$ cat src/rtl/sdram_port_arbiter.sv
// rtl/sdram_port_arbiter.sv - two-port (CPU / loader) arbiter in front of a single SDRAM controller
// Fixed priority to port A, with a burst limit so a continuously busy CPU cannot starve port B.

module sdram_port_arbiter #(
   parameter int BURST_MAX = 4,
   parameter int TIMEOUT   = 255
) (
   input  logic        clk_sys,
   input  logic        reset,
   input  logic        a_req,
   input  logic        a_we,
   input  logic [22:0] a_addr,
   input  logic [7:0]  a_din,
   output logic        a_ack,
   output logic [7:0]  a_dout,
   input  logic        b_req,
   input  logic        b_we,
   input  logic [22:0] b_addr,
   input  logic [7:0]  b_din,
   output logic        b_ack,
   output logic [7:0]  b_dout,
   output logic [22:0] sdram_a,
   output logic [7:0]  sdram_in,
   output logic        sdram_we,
   output logic        sdram_rd,
   input  logic [7:0]  sdram_out,
   input  logic        sdram_ready,
   output logic        timeout_err
);

   localparam int BW = (BURST_MAX < 1) ? 1 : $clog2(BURST_MAX + 1);
   localparam int WW = (TIMEOUT < 2) ? 1 : $clog2(TIMEOUT + 1);
   localparam logic [BW-1:0] BURST_LAST = BW'(BURST_MAX);
   localparam logic [WW-1:0] WAIT_LAST  = WW'(TIMEOUT - 1);

   typedef enum logic [1:0] {
      ST_IDLE,
      ST_ISSUE,
      ST_WAIT,
      ST_DONE
   } state_t;

   state_t          r_state;
   state_t          w_state_nxt;
   logic            r_sel_b;
   logic            r_we;
   logic [22:0]     r_addr;
   logic [7:0]      r_din;
   logic [7:0]      r_a_dout;
   logic [7:0]      r_b_dout;
   logic [BW-1:0]   r_burst_cnt;
   logic [WW-1:0]   r_wait_cnt;
   logic            r_timeout_err;
   logic            w_grant;
   logic            w_pick_b;
   logic            w_timeout;

   // B only overtakes A once A has used up its burst allowance.
   assign w_pick_b  = b_req && (!a_req || (r_burst_cnt == BURST_LAST));
   assign w_grant   = (r_state == ST_IDLE) && (a_req || b_req);
   assign w_timeout = (r_state == ST_WAIT) && !sdram_ready && (r_wait_cnt == WAIT_LAST);

   always_ff @(posedge clk_sys) begin
      if (reset) begin
         r_state <= ST_IDLE;
      end else begin
         r_state <= w_state_nxt;
      end
   end

   always_comb begin
      w_state_nxt = r_state;
      case (r_state)
         ST_IDLE:  if (a_req || b_req) w_state_nxt = ST_ISSUE;
         ST_ISSUE: w_state_nxt = ST_WAIT;
         ST_WAIT:  if (sdram_ready || w_timeout) w_state_nxt = ST_DONE;
         ST_DONE:  w_state_nxt = ST_IDLE;
         default:  w_state_nxt = ST_IDLE;
      endcase
   end

   always_ff @(posedge clk_sys) begin
      if (reset) begin
         r_sel_b       <= 1'b0;
         r_we          <= 1'b0;
         r_addr        <= '0;
         r_din         <= '0;
         r_a_dout      <= '0;
         r_b_dout      <= '0;
         r_burst_cnt   <= '0;
         r_wait_cnt    <= '0;
         r_timeout_err <= 1'b0;
      end else begin
         if (w_grant) begin
            r_sel_b    <= w_pick_b;
            r_we       <= w_pick_b ? b_we   : a_we;
            r_addr     <= w_pick_b ? b_addr : a_addr;
            r_din      <= w_pick_b ? b_din  : a_din;
            r_wait_cnt <= '0;
            if (w_pick_b || !b_req) begin
               r_burst_cnt <= '0;
            end else if (r_burst_cnt != BURST_LAST) begin
               r_burst_cnt <= r_burst_cnt + BW'(1);
            end
         end
         if (r_state == ST_WAIT) begin
            r_wait_cnt <= r_wait_cnt + WW'(1);
            if (sdram_ready && !r_we) begin
               if (r_sel_b) begin
                  r_b_dout <= sdram_out;
               end else begin
                  r_a_dout <= sdram_out;
               end
            end
         end
         if (w_timeout) begin
            r_timeout_err <= 1'b1;
         end
      end
   end

   assign sdram_we    = (r_state == ST_ISSUE) && r_we;
   assign sdram_rd    = (r_state == ST_ISSUE) && !r_we;
   assign a_ack       = (r_state == ST_DONE) && !r_sel_b;
   assign b_ack       = (r_state == ST_DONE) && r_sel_b;
   assign sdram_a     = r_addr;
   assign sdram_in    = r_din;
   assign a_dout      = r_a_dout;
   assign b_dout      = r_b_dout;
   assign timeout_err = r_timeout_err;

endmodule

$ cat config.mk
export PLATFORM = sky130hd
export DESIGN_NAME = sdram_port_arbiter
export DESIGN_NICKNAME = d
export VERILOG_FILES = /design/src/rtl/sdram_port_arbiter.sv
export SDC_FILE = /design/constraint.sdc
export NUM_CORES = 1
export LEC_CHECK = 0
export ABC_AREA = 1
export BUFFER_PORTS_ARGS = -buffer_cell sky130_fd_sc_hd__buf_2
export CAP_MARGIN = 20
export CORE_ASPECT_RATIO = 0.6
export CORE_MARGIN = 2
export CORE_UTILIZATION = 48
export DETAILED_ROUTE_END_ITERATION = 8
export PLACE_DENSITY_LB_ADDON = 0.1
export SYNTH_ARGS = -nofsm -noshare
export SYNTH_HDL_FRONTEND = slang
export SYNTH_SLANG_ARGS = --single-unit
$ cat constraint.sdc
create_clock -name clk_sys -period 1.64 [get_ports clk_sys]
set_input_delay 0.328 -clock clk_sys [delete_from_list [all_inputs] [get_ports clk_sys]]
set_output_delay 0.328 -clock clk_sys [all_outputs]
set_load 0.005 [all_outputs]
## Word-level counts from Yosys, hierarchy flattened

Index checks and enable logic that the tools add are counted.

- Multipliers: 0
- Reduce and logical (&&, ||, !) cells: 25
- Shifts and indexed selects: 0
- Order comparisons: 0
- Mux-type cells: 10
- $add $sub $neg: 2
- Div/mod/pow operators: 0
- Bitwise logic cells: 1
- Equality and inequality tests: 8

Operators with widths:

| kind | count |
|---|---|
| 8-bit 2-to-1 mux | 3 |
| 23-bit 2-to-1 mux | 1 |
| 1-bit logical AND | 9 |
| 8-bit by 1-bit adder with 8-bit output (second input constant) | 1 |
| 8-bit equality test (second input constant) | 1 |
| 2-bit one-hot mux with 4 select lines | 1 |
| 3-bit 2-to-1 mux | 2 |
| 3-bit AND reduction | 2 |
| 1-bit zero test | 5 |
| 2-bit equality test (second input constant) | 2 |
| 1-bit logical OR | 4 |
| 2-bit 2-to-1 mux | 2 |
| 2-bit AND reduction | 2 |
| 2-bit nonzero test | 2 |
| 3-bit by 1-bit adder with 3-bit output (second input constant) | 1 |
| 3-bit equality test (second input constant) | 1 |
| 3-bit != test (second input constant) | 1 |
| 2-bit by 1-bit equality test with 1-bit output (second input constant) | 1 |
| 2-bit zero test | 1 |
| 2-bit by 1-bit != test with 1-bit output (second input constant) | 1 |
| 2-bit != test (second input constant) | 1 |
| 1-bit 2-to-1 mux | 1 |
| 1-bit inverter | 1 |

- ROM bits: 0
- RAM bits: 0
- Latch bits: 0
- Memories: 0
- Logic and storage cells: 56
- Output and inout bits: 52
- Input port bits: 77
- Flip-flop bits (word level): 63

## Depth between registers and ports, before layout

Gate-level depths: netlist (run 1).

- Depth after elaboration: 6
- Gate-level depth with buffers: 11
- Gate-level depth less buffers: 10

## Worst setup path before layout (run 1)

OpenSTA, ideal clock, no wires.

- Kind: register -> register
- Start: reg r_state[0]
- End: reg r_addr[10], in the netlist sdram_a[10]
- Data arrival time: 1.259 ns
- Slack: 0.272 ns
- Buffers on the path: 2
- Required time: 1.531 ns
- Period minus slack after synthesis: 1.368 ns
- Cell stages (with the launch flop): 10
- Setup time: 0.109 ns
- Cells stage by stage: dfxtp_1 > inv_1 > ha_1 > inv_2 > nor2_4 > buf_4 > buf_4 > nand3_1 > nand2_1 > inv_1

- Cells in the longest elaborated chain, start to end: 2

RTL lines:

| what | line | RTL |
|---|---|---|
| from (decl) | 43 | `state_t r_state;` |
| from (signal assigned) | 67 | `r_state <= w_state_nxt;` |
| 2-bit zero test | 60 | `assign w_grant = (r_state == ST_IDLE) && (a_req \|\| b_req);` |
| 1-bit logical AND | 60 |  |
| to (signal assigned) | 97 | `r_addr <= w_pick_b ? b_addr : a_addr;` |
| to (decl) | 47 | `logic [22:0] r_addr;` |

Every way passes these cells.
A chain may end at the register's enable or synchronous reset.

## Final worst setup path (run 1)

- Start: reg r_state[0]
- End: out sdram_rd

- Cells in the longest elaborated chain, start to end: 2

RTL lines:

| what | line | RTL |
|---|---|---|
| 2-bit by 1-bit equality test with 1-bit output | 123 | `assign sdram_rd = (r_state == ST_ISSUE) && !r_we;` |
| 1-bit logical AND | 123 |  |
| to (decl) | 25 | `output logic sdram_rd,` |

Every way passes these cells.

==> results of run 1 <==
## sequential cells by signal (all words and copies together) (netlist names)
register,cells
sdram_in,8
r_state,2
timeout_err,1
r_wait_cnt,8
sdram_a,23
a_dout,8
b_dout,8
r_we,1
r_sel_b,1
r_burst_cnt,3
## critical path: cells and delay by family (launching register included)
| kind | cells | cell delay, ns |
|---|---|---|
| buffers and inverters | 2 | 0.18 |
| flip-flops | 1 | 0.38 |
| adder cells (fa/ha/maj) | 1 | 0.21 |
| AND/OR/NAND/NOR | 1 | 0.13 |
## per-stage QoR
stage          utilization  setup slack (ns)
6_report            0.6480           0.08347
5_1_grt             0.6480          -0.01111
4_1_cts             0.6453           0.01323
3_5_place_dp        0.6164           0.08559
3_3_place_gp        0.6164            0.1612
2_1_floorplan            -            0.2725
## where the power goes
group | total (mW) | internal (mW) | switching [mW]
logic | 2.32 | 0.962 | 1.36
registers | 2.12 | 1.91 | 0.216
clock network | 1.25 | 0.682 | 0.571
total | 5.69 | 3.55 | 2.14
## per-layer routing
layer,track usage,routed length (µm),up-vias
li1,-,-,1696
met1,0.2839,3567,1406
met2,0.3710,3347,107
met3,0.07488,598,7
met4,0.06006,67,0
met5,0,0,-
## worst max path at each step
stage	start	end	cells past startpoint	slack (ns)
2_1_floorplan	r_state[0]	sdram_a[10]	9	0.27
3_3_place_gp	r_burst_cnt[0]	sdram_a[4]	10	0.16
3_5_place_dp	r_burst_cnt[0]	sdram_a[19]	10	0.09
4_1_cts	r_state[1]	sdram_rd	5	0.01
5_1_grt	r_state[1]	sdram_rd	5	-0.01
6_report	r_state[0]	sdram_rd	4	0.08
## layout by cell type (no fill, tap or decap)
cell	count
sky130_fd_sc_hd__clkinv_2	4
sky130_fd_sc_hd__buf_4	4
sky130_fd_sc_hd__inv_1	49
sky130_fd_sc_hd__buf_8	1
sky130_fd_sc_hd__o21ai_0	14
sky130_fd_sc_hd__inv_4	1
sky130_fd_sc_hd__nor2_4	3
sky130_fd_sc_hd__xor2_1	2
sky130_fd_sc_hd__bufinv_16	1
sky130_fd_sc_hd__a21oi_1	18
sky130_fd_sc_hd__nand3b_1	2
sky130_fd_sc_hd__ha_1	7
sky130_fd_sc_hd__clkbuf_1	1
sky130_fd_sc_hd__nand2_1	143
sky130_fd_sc_hd__ha_2	1
sky130_fd_sc_hd__nor2_1	95
sky130_fd_sc_hd__dfxtp_2	1
sky130_fd_sc_hd__nor2_2	4
sky130_fd_sc_hd__nand3_2	1
sky130_fd_sc_hd__buf_12	2
sky130_fd_sc_hd__dfxtp_1	62
sky130_fd_sc_hd__nand4_1	1
sky130_fd_sc_hd__nand2_2	1
sky130_fd_sc_hd__buf_2	128
sky130_fd_sc_hd__clkbuf_8	9
sky130_fd_sc_hd__inv_2	4
sky130_fd_sc_hd__or2_2	1
sky130_fd_sc_hd__nand3_1	45
## final cells by class
cell class	count	area [µm²]
Tap cell	84	105.1
Clock buffer	10	127.6
Timing Repair Buffer	135	725.7
Sequential cell	63	1262
Clock inverter	5	50.05
Fill cell	571	2161
Inverter	54	205.2
Multi-Input combinational cell	338	1501
## kinds of logic after synthesis
group | count (synthesis)
XOR/XNOR | 2
flip-flops | 63
AND/OR/NAND/NOR | 296
AO/OA/AOI/OAI | 32
buffers and inverters | 73
adder cells (fa/ha/maj) | 8
==> impl_metrics.ini, run 1 <==
[setup_path]
ff2ff_setup_slack_ns = 0.12
path_cells = ha_2 -> inv_1 -> nor2_2 -> buf_2
regToRegStartpoint = r_state[0]
timing.rr.end = r_burst_cnt[0]
worst_ep_arrival_time_ns = 1.23
worst-r2r-cell-count = 8
start_kind = register
crit_path_end_kind = output pin
worst_ep_required_time_ns = 1.31
worstSetupPathType = reg -> out
worst_stage_delay_on_the_critical_path_ns = 0.38
crit_path_top_delay_cell = sky130_fd_sc_hd__dfxtp_1
crit_fanout = 3

[outcome]
run_status = finished, final reports clean

[cts]
ctsRootBufferMaster = sky130_fd_sc_hd__clkbuf_8
clock_tree.htree_level_count = 3
cts_tree = built
reg_clk_slew_reported_paths_ns = 0.07
cts_hold_buffers = 0
post-cts-setup-buffers = 0
ctsResizeCount = 0
clkLatencyLatePin_ns = 0.34
tritoncts_num_sinks = 63
cts_max_path_buffers = 2
numCtsBuffers = 9

[route]
first_pass_iters = 4
drt-vias-per-instance = 4.668
route.vias.total = 3216
drt_iter0_markers = 203
route.detailed.wl_per_inst_um = 11.00
drc = 0
final_antenna_violating_net_count = 0
routed_wire_length_um = 7581

[pwr]
cellPowerDensity_nw_per_um2 = 1432
power.leakage_nw = 2.206
vdd_ir_drop_max_v = 0.0007706
post-layout-total-power_mw = 5.694

[sta]
min_period_over_period = 0.9491
achievable-frequency_ghz = 0.6425
relSlewSlack = 0.6285
period_minus_slack_ns = 1.557
timing.final.max_slew_violations = 0
timing.hold.ws_ns = 0.2529
finalSetupTns_ns = 0
setup_repair_after_global_routing_missed_its_margin = yes
tightest_slew_ns = 0.5567
worst_clock_skew_ns = 0.008169
timing_hold_violations_final = 0
final-setup-viol-count = 0

[placed_design]
final_hpwl_from_detailed_placement_um = 5487
dpl.cell_count = 674
port_buffers = 128
placement.cell_area_um2 = 3784
gp_congestion = 0.7900

[yosys]
synth_cell_types = 22
syn_avg_cell_area_um2 = 6.472
synth.ff_latch_count = 63
synth_edf_count = 0
async_reset_ff_frac = 0
synth_nets = 559
synth-adder-area-share = 0.03263
synth-compound-area-share = 0.05220
synth_top_area_frac = 0.4111
synth_seq_area_share = 0.4111
synth-warning-count = 0
synth_xor_xnor_area_share = 0.005710
synthesis.area_um2 = 3068
dominantRegCellSynth = sky130_fd_sc_hd__dfxtp_1
synth_simple_gate_area_share = 0.3972
synth_cells = 474
netlist_top_cells_area = sky130_fd_sc_hd__dfxtp_1 (41%), sky130_fd_sc_hd__nand2_1 (17%), sky130_fd_sc_hd__nor2_1 (12%), sky130_fd_sc_hd__nand3_1 (7.3%), sky130_fd_sc_hd__inv_1 (6.1%)
synth_area_leader_cell = sky130_fd_sc_hd__dfxtp_1
muxShareOfSynthArea = 0
synth.cells.most_frequent = sky130_fd_sc_hd__nand2_1 (143), sky130_fd_sc_hd__nor2_1 (96), sky130_fd_sc_hd__dfxtp_1 (63)
most_frequent_cell_after_synthesis = sky130_fd_sc_hd__nand2_1
largest_family_of_logic_cells_by_synthesized_area = simple AND/OR/NAND/NOR gates

[hold_path]
hold_class = in -> reg
hp-start = sdram_out[7]
hold_depth = 3
worst_hold_path_endpoint = b_dout[7]

[grt]
grt_max_degree = 37
grt_overflow = 0
groute.usage.overall = 0.2248
global_route_wire_length_before_repair_um = 12520
first_global_vias = 2850
initial_antenna_violation_count = 0

[finish]
finish.net_count = 686
diodes = 0
postLayoutCellArea_um2 = 3978
share_of_layout_cells_above_drive_strength_1 = 0.2744
final_cells = 689
area_growth_syn_to_fin_pct = 29.65

[die]
die_footprint_um2 = 7068
fp.coreArea_um2 = 6138
initial_utilization = 0.4998
die_outline_height_um = 65.93
fp.dieW_um = 107.2
row_cnt = 22
ios = 129

[job]
maxCapViolCount = 0
(Power assumes the default switching activity.)
==> inputs of run 2 (changes only) <==
CORE_MARGIN = 5   (was 2)
CORE_UTILIZATION = 52   (was 48)
clock period = 2 ns   (was 1.64 ns; I/O delays follow)
==> impl_metrics.ini, run 2 (synthesis gave the netlist of run 1 again) <==
[sta]
tightest_slew_ns = 0.5340
achievable-frequency_ghz = 0.5999
finalSetupTns_ns = 0
relSlewSlack = 0.6435
timing.hold.ws_ns = 0.3338
min_period_over_period = 0.8334
period_minus_slack_ns = 1.667
setup_repair_after_global_routing_missed_its_margin = no
timing.final.max_slew_violations = 0
post-route-worst-setup-slack_ns = 0.3331
worst_clock_skew_ns = 0.008703
timing_hold_violations_final = 0
final-setup-viol-count = 0

[setup_path]
start_kind = register
worst_ep_arrival_time_ns = 1.90
crit_path_end_kind = register
path_cells = inv_1 -> ha_1 -> inv_2 -> nor2_4 -> buf_4 -> nand2_1 -> xor2_1 -> nor2_1
worstSetupPathType = reg -> reg
crit_fanout = 35
worst_ep_required_time_ns = 2.23
worst_stage_delay_on_the_critical_path_ns = 0.34
crit_path_top_delay_cell = sky130_fd_sc_hd__buf_4

[job]
maxCapViolCount = 0

[grt]
groute.usage.overall = 0.2068
first_global_vias = 2994
initial_antenna_violation_count = 0
grt_max_degree = 36
grt_overflow = 0
global_route_wire_length_before_repair_um = 12790

[finish]
most_common_cell_after_layout_fill_and_taps_aside = sky130_fd_sc_hd__nand2_1
largest_reg_flops = 23
finish.net_count = 684
final_core_util = 0.7012
share_of_layout_cells_above_drive_strength_1 = 0.2666
diodes = 0
final_cells = 684
area_growth_syn_to_fin_pct = 29.12
final_cell_mix = sky130_fd_sc_hd__nand2_1 (143), sky130_fd_sc_hd__buf_2 (128), sky130_fd_sc_hd__nor2_1 (96), sky130_fd_sc_hd__dfxtp_1 (63), sky130_fd_sc_hd__inv_1 (50)
postLayoutCellArea_um2 = 3961

[cts]
tritoncts_num_sinks = 63
clock_tree.htree_level_count = 3
post-cts-setup-buffers = 0
clkLatencyLatePin_ns = 0.34
cts_hold_buffers = 0
reg_clk_slew_reported_paths_ns = 0.07
cts_tree = built
cts_max_path_buffers = 2
ctsRootBufferMaster = sky130_fd_sc_hd__clkbuf_8
numCtsBuffers = 9
ctsResizeCount = 0

[pwr]
post-layout-total-power_mw = 4.738
cellPowerDensity_nw_per_um2 = 1196
vdd_ir_drop_max_v = 0.0005357
power.leakage_nw = 2.201

[hold_path]
hold_class = in -> reg

[die]
initial_utilization = 0.5431
fp.dieW_um = 109.2
fp.coreArea_um2 = 5649
die_footprint_um2 = 7586
row_cnt = 21
die_outline_height_um = 69.50
ios = 129

[placed_design]
dpl_worst_slack_ns = 0.3326
gp_congestion = 0.8204
placement.cell_area_um2 = 3739
dpl.cell_count = 668
port_buffers = 128
final_hpwl_from_detailed_placement_um = 5902

[route]
route.detailed.wl_per_inst_um = 11.49
drt-vias-per-instance = 4.753
routed_wire_length_um = 7857
final_antenna_violating_net_count = 0
drc = 0
drt_iter0_markers = 137
first_pass_iters = 4
route.vias.total = 3251

[outcome]
run_status = finished, final reports clean
==> run 2: cell type report <==
class	count	area, µm²
clock buffer	11	141.4
clock inverter	5	81.33
fill	484	1688
inverter	54	202.7
multi-input combinational	338	1496
sequential	63	1261
tap	80	100.1
timing repair buffer	133	678.2
==> run 2: worst paths after layout <==
kind / start / end / slack (ns) / cells after the start
hold / removal: sdram_out[6] / b_dout[6] / 0.33 / 3
hold reg to reg: a_dout[3] / a_dout[3] / 0.47 / 2
setup reg to reg: r_state[0] / r_burst_cnt[2] / 0.33 / 8
setup / recovery: r_state[0] / r_burst_cnt[2] / 0.33 / 8
==> run 2: routing by layer <==
metal | part of all wire | GRT usage | wire length, µm
met4 | 0.0042 | 0.06022 | 33
met1 | 0.46 | 0.2590 | 3601
met2 | 0.47 | 0.3395 | 3667
met5 | 0 | 0 | 0
met3 | 0.071 | 0.06512 | 554
==> run 2: where the power goes <==
part           total (mW)  internal [mW]  switching (mW)
logic                1.77          0.698            1.07
clock network        1.23          0.736           0.497
registers            1.74           1.56           0.176
==> run 2: critical path: cells and delay by family, from the launching register on <==
kind	cells	cell delay [ns]
adder cells (fa/ha/maj)	1	0.24
XOR/XNOR	1	0.16
buffers and inverters	3	0.50
flip-flops	1	0.33
AND/OR/NAND/NOR	3	0.31
